**config.mk**
```make
export PLATFORM = sky130hd
export DESIGN_NAME = bin_to_bcd_seq
export DESIGN_NICKNAME = d
export VERILOG_FILES = /design/src/rtl/bin_to_bcd_seq.sv
export SDC_FILE = /design/constraint.sdc
export NUM_CORES = 1
export LEC_CHECK = 0
export ABC_AREA = 1
export CAP_MARGIN = 20
export CELL_PAD_IN_SITES_DETAIL_PLACEMENT = 0
export CELL_PAD_IN_SITES_GLOBAL_PLACEMENT = 1
export CORE_ASPECT_RATIO = 0.9
export CORE_UTILIZATION = 41
export CTS_CLUSTER_DIAMETER = 150
export CTS_CLUSTER_SIZE = 20
export DETAILED_ROUTE_END_ITERATION = 10
export HOLD_SLACK_MARGIN = 0.05
export PLACE_DENSITY = 0.9
export SYNTH_ARGS = -nofsm -noshare
export SYNTH_HDL_FRONTEND = slang
export SYNTH_SLANG_ARGS = --single-unit
```
**constraint.sdc**
```tcl
create_clock -name clk -period 3.45 [get_ports clk]
set_input_delay 0.8625 -clock clk [delete_from_list [all_inputs] [get_ports clk]]
set_output_delay 0.8625 -clock clk [all_outputs]
set_load 0.05 [all_outputs]
```
**src/rtl/bin_to_bcd_seq.sv**
```systemverilog
// bin_to_bcd_seq: serial double-dabble binary-to-BCD converter, one bit per clock.
// Define BIN_TO_BCD_LEADING_BLANK_EN to replace leading zero digits with 4'hF.
module bin_to_bcd_seq #(
  parameter int BIN_W = 14,
  parameter logic [15:0] SAT_VAL = 16'h9999
) (
  input  logic             clk,
  input  logic             rst,
  input  logic [BIN_W-1:0] bin_in,
  input  logic             start,
  output logic             busy,
  output logic             done,
  output logic             ovf,
  output logic [15:0]      bcd_out
);
  localparam int CW = $clog2(BIN_W);
  localparam logic [CW-1:0] LAST = CW'(BIN_W - 1);
  typedef enum logic {IDLE, SHIFT} state_t;
  state_t state, state_n;
  logic [BIN_W-1:0] bin_sr;
  logic [15:0] scr, adj, nxt, fin;
  logic [CW-1:0] cnt;
  logic ovf_f, last;
  for (genvar i = 0; i < 4; i++) begin : g_adj
    assign adj[4*i+:4] = (scr[4*i+:4] >= 4'd5) ? scr[4*i+:4] + 4'd3 : scr[4*i+:4];
  end
  assign nxt  = (adj << 1) | 16'(bin_sr[BIN_W-1]);
  assign busy = (state == SHIFT);
  assign last = (cnt == LAST);
`ifdef BIN_TO_BCD_LEADING_BLANK_EN
  // Blank from the thousands digit down until the first non-zero digit; units always shown.
  always_comb begin
    fin = nxt;
    if (nxt[15:12] == 4'd0) begin
      fin[15:12] = 4'hF;
      if (nxt[11:8] == 4'd0) begin
        fin[11:8] = 4'hF;
        if (nxt[7:4] == 4'd0) fin[7:4] = 4'hF;
      end
    end
  end
`else
  assign fin = nxt;
`endif
  always_comb begin
    state_n = (state == IDLE) ? (start ? SHIFT : IDLE) : (last ? IDLE : SHIFT);
  end
  always_ff @(posedge clk) begin
    state <= rst ? IDLE : state_n;
  end
  always_ff @(posedge clk) begin
    if (rst) begin
      bin_sr  <= '0;
      scr     <= '0;
      cnt     <= '0;
      ovf_f   <= 1'b0;
      done    <= 1'b0;
      ovf     <= 1'b0;
      bcd_out <= '0;
    end else begin
      done <= 1'b0;
      if (state == IDLE && start) begin
        bin_sr <= bin_in;
        scr    <= '0;
        cnt    <= '0;
        ovf_f  <= {{(32-BIN_W){1'b0}}, bin_in} > 32'd9999;
      end else if (state == SHIFT) begin
        scr    <= nxt;
        bin_sr <= bin_sr << 1;
        cnt    <= cnt + 1'b1;
        if (last) begin
          done    <= 1'b1;
          ovf     <= ovf_f;
          bcd_out <= ovf_f ? SAT_VAL : fin;
        end
      end
    end
  end
endmodule

```
# Word-level counts from Yosys, hierarchy flattened
# Cells that the tools add are included.
[classes] addsub=5 magnitude_cmp=5 n_eq_ne=1 muxes=11 bitwise=3 n_reduce_logical=5
[ops] operator="14-bit 2-to-1 mux" n=2
[ops] operator="4-bit by 3-bit greater-or-equal comparator with 1-bit output, second input constant" n=4
[ops] operator="16-bit 2-to-1 mux" n=1
[ops] operator="16-bit by 1-bit bitwise OR with 16-bit output" n=1
[ops] operator="14-bit > comparator, second input constant" n=1
[ops] operator="4-bit by 2-bit adder with 4-bit output, second input constant" n=3
[ops] operator="4-bit 2-to-1 mux" n=3
[ops] operator="4-bit by 1-bit adder with 4-bit output, second input constant" n=1
[ops] operator="4-bit equality test, second input constant" n=1
[ops] operator="1-bit 2-to-1 mux" n=4
[ops] operator="3-bit by 2-bit adder with 3-bit output, second input constant" n=1
[ops] operator="3-bit 2-to-1 mux" n=1
[ops] operator="3-bit AND reduction" n=1
[ops] operator="3-bit OR reduction" n=1
[ops] operator="1-bit inverter" n=2
[ops] operator="2-bit nonzero test" n=1
[ops] operator="2-bit OR reduction" n=1
[ops] operator="1-bit logical AND" n=1
[word_totals] reg_bits=54 inputBits=17 out_inout_bits=19 elab_cells=38

# Logic depth before layout (Yosys ltp)
[logic_depth] word_depth=4 mapped_depth=11 ltp_nobuf=11

# Least setup slack after synthesis
# OpenSTA, ideal clock, no wires.
[synth_timing] path_type="input-to-reg" startpoint="in start" endpoint="reg scr[12]" t_arrival_ps=1535 slack_ps=1806 cell_stages=8 n_path_buf=1 cell_sequence="inv_1 -> nor2_2 -> nor2_4 -> inv_2 -> buf_4 -> a21oi_1 -> nand2_1 -> inv_1"
[synth_between] elab_chain_len=2
[synth_lines] item="start, declared" line_no="10" text="input logic start,"
[synth_lines] item="1-bit logical AND" line_no="62" text="if (state == IDLE && start) begin"
[synth_lines] item="2-bit OR reduction (no source line)"
[synth_lines] item="end signal, assigned" line_no="68" text="scr <= nxt;"
[synth_lines] item="end, declared" line_no="21" text="logic [15:0] scr, adj, nxt, fin;"
# Every way passes these cells.
# A chain may end at the register's enable or synchronous reset.

# Final worst setup path
[layout_timing] startpoint="reg bcd_out[14]" endpoint="out bcd_out[14]"
[layout_rtl] item="start, declared" line_no="14" text="output logic [15:0] bcd_out"
[layout_rtl] item="start signal, assigned" line_no="74" text="bcd_out <= ovf_f ? SAT_VAL : fin;"
# No word-level cell between the ends.

==> results.md <==
* Number of antenna-violating nets in the routed design at 0
* Vias in the first global route at 2321
* Starting Density at 0.425
* Setup skew after layout at 0.00566 ns
* P&R area growth vs syn at 19.2%
* Worst-path clk slew at 0.09 ns
* Crit Path Category: reg -> out
* Slew margin rel. at 0.521
* Slowest CP cell: clkdlybuf4s50_1
* CP arrival at 1.47 ns
* DRT Pass-1 Iters at 4
* Sequential fraction of the synthesis area at 0.416
* Die Ht at 77.6 µm
* Clock Latency Late Sink at 0.30 ns
* Status: completed
* Worst-Margin Slew at 0.717 ns
* Worst Path Buf+Inv at 1
* Post-Place Cells at 495
* Final period util at 0.677
* Synth cell types at 25
* Total track usage at 0.189
* Hold Crit Class: reg -> reg
* CP top delay family: buffers and inverters
* Grt total ovfl at 0
* Vias per cell at 4.61
* Final Non-Filler Cells at 503
* Via Count at 2321
* Max Cap Viol at 0
* CTS Hold Buffers Added at 0
* CP Capture Type: output pin
* Standard-cell rows at 27
* Mean post-synth cell area at 6.79 µm²
* Post-synth EDFFs at 0
* Max Freq at 0.428 GHz
* Overall power at 0.00118 W
* Data required time of the critical path at 2.59 ns
* Final hold vios at 0
* Fin Setup TNS at 0 ns
* Post-CTS setup buffer count at 0
* Core area at 0.00611 mm²
* Leak at 1.50 nW
* Final HPWL DP at 3.95 mm
* Post-synthesis register bit count at 54
* Crit Path Max Fanout at 2
* Max VDD drop at 0.264 mV
* Final min period at 2.34 ns
* Die width at 86.0 µm
* Leading area contributor after synthesis: dfxtp_1
* Final hold slack at 0.463 ns
* Boundary Pins at 36
* Final layout net count at 442
* H-tree Lvls at 2
* PD cells at 380 mW/mm²
* Final setup vio count at 0
* Most frequent cells after synthesis: 120 x nand2_1, 68 x inv_1, 54 x dfxtp_1
* Worst setup SP type: register
* Routed WL at 5.63 mm
* Wire per inst at 11.2 µm
* CTS-repair resized insts at 0
* Largest net degree at the start of global routing at 32
* Full die area at 0.00667 mm²
* CTS Buf Count at 5
* Gpl congestion at 0.879
* Initial antenna violation count at 0
* Port Buffers at 35
* Largest stage delay, worst path at 0.81 ns
* CTS tree: built
* Net Count, Synth at 410
* DRC viols at 0
* RSZ-0062 raised after global routing: no
* YS warnings at 0
* Max Buffers Root-to-Sink at 2
* Initial DRC count at 83
* Ant. Diodes at 0
* Fin. max-slew vios at 0
* First-pass GRT wire length at 10.1 mm
* Worst-path cell chain: clkdlybuf4s50_1
* Most common cell in the netlist: nand2_1
* Ranking of synthesized cells by area: dfxtp_1 42%, nand2_1 17%, inv_1 9.8%
* CTS root buffer: clkbuf_8
* Synthesized area at 0.00260 mm²
* Main flop type after synthesis: dfxtp_1
* Clk sinks at 54
* Post-Syn Instances at 383
* Fraction of registers with async set/reset at 0
* Layout cell share with drive strength beyond 1 at 0.0409
* Share of the synthesized area in the top cell type at 0.416
==> path summary, 6_finish.rpt <==
check             depth (start not counted)   startpoint           to  slack [ns]
setup / recovery                          1  bcd_out[14]  bcd_out[14]        1.11
setup reg to reg                          7         busy   bin_sr[11]        1.33
hold reg to reg                           2  bcd_out[10]  bcd_out[10]        0.46
hold / removal                            2  bcd_out[10]  bcd_out[10]        0.46
==> cells by family after synthesis <==
family                   synth area share
AND/OR/NAND/NOR                     0.270
XOR/XNOR                          0.00337
adder cells (fa/ha/maj)            0.0481
buffers and inverters               0.128
flip-flops                          0.416
AO/OA/AOI/OAI                       0.135
==> metal layers <==
metal	vias to the layer above	track usage	part of all wire	routed length, µm
met5	-	0	0	0
li1	1247	-	-	-
met1	1016	0.252	0.51	2850
met2	49	0.307	0.44	2460
met4	0	0.0633	0.017	98
met3	9	0.0340	0.038	215
==> sequential cells by signal, summed over array words and instances, names as in the netlist <==
| name | flops |
|---|---|
| bcd_out | 16 |
| bin_sr | 14 |
| busy | 1 |
| done | 1 |
| cnt | 4 |
| ovf | 1 |
| ovf_f | 1 |
| scr | 16 |
==> cells in the final DEF, fill, tap and decap left out <==
| cell | synthesis | final |
|---|---|---|
| clkbuf_1 | 4 | 1 |
| o21bai_1 | 1 | 1 |
| nand2_1 | 120 | 120 |
| clkinv_2 | 0 | 1 |
| xor2_1 | 1 | 1 |
| nor2_1 | 19 | 19 |
| o21ai_1 | 1 | 1 |
| o21ai_0 | 26 | 26 |
| inv_1 | 68 | 68 |
| nand2_2 | 1 | 1 |
| nand3_1 | 21 | 21 |
| o221ai_1 | 3 | 3 |
| o21a_1 | 1 | 1 |
| nor2_2 | 1 | 1 |
| nand4_1 | 5 | 5 |
| o211ai_1 | 4 | 4 |
| a31o_2 | 1 | 1 |
| a21oi_1 | 27 | 27 |
| clkdlybuf4s50_1 | 0 | 35 |
| clkbuf_8 | 0 | 6 |
| ha_1 | 10 | 10 |
| buf_4 | 2 | 2 |
| dfxtp_1 | 54 | 54 |
| nor3_1 | 2 | 2 |
| nor2_4 | 2 | 2 |
| inv_2 | 3 | 3 |
==> stage by stage <==
step	utilization	setup slack [ns]	instance area, µm²
after global routing	0.507	1.01	3100
after CTS	0.507	1.11	3100
after floorplan	-	1.81	2600
final	0.507	1.11	3100
after detailed placement	0.492	0.905	3010
after global placement	0.492	0.981	3010
==> area by class of cell <==
type / instances / area [µm²]
well taps: 87 / 109
flip-flops and latches: 54 / 1080
clock inverters: 1 / 5.00
fillers: 610 / 3010
multi-input cells: 246 / 1190
inverters: 71 / 267
clock buffers: 7 / 86.3
repair buffers: 37 / 365
==> where the power goes <==
part	leakage [nW]	switching, W	internal (W)
combinational	1.01	0.0000978	0.0000600
clock	0.0482	0.000197	0.000162
sequential	0.439	0.0000145	0.000645
total	1.50	0.000309	0.000868
(Power assumes the default switching activity.)
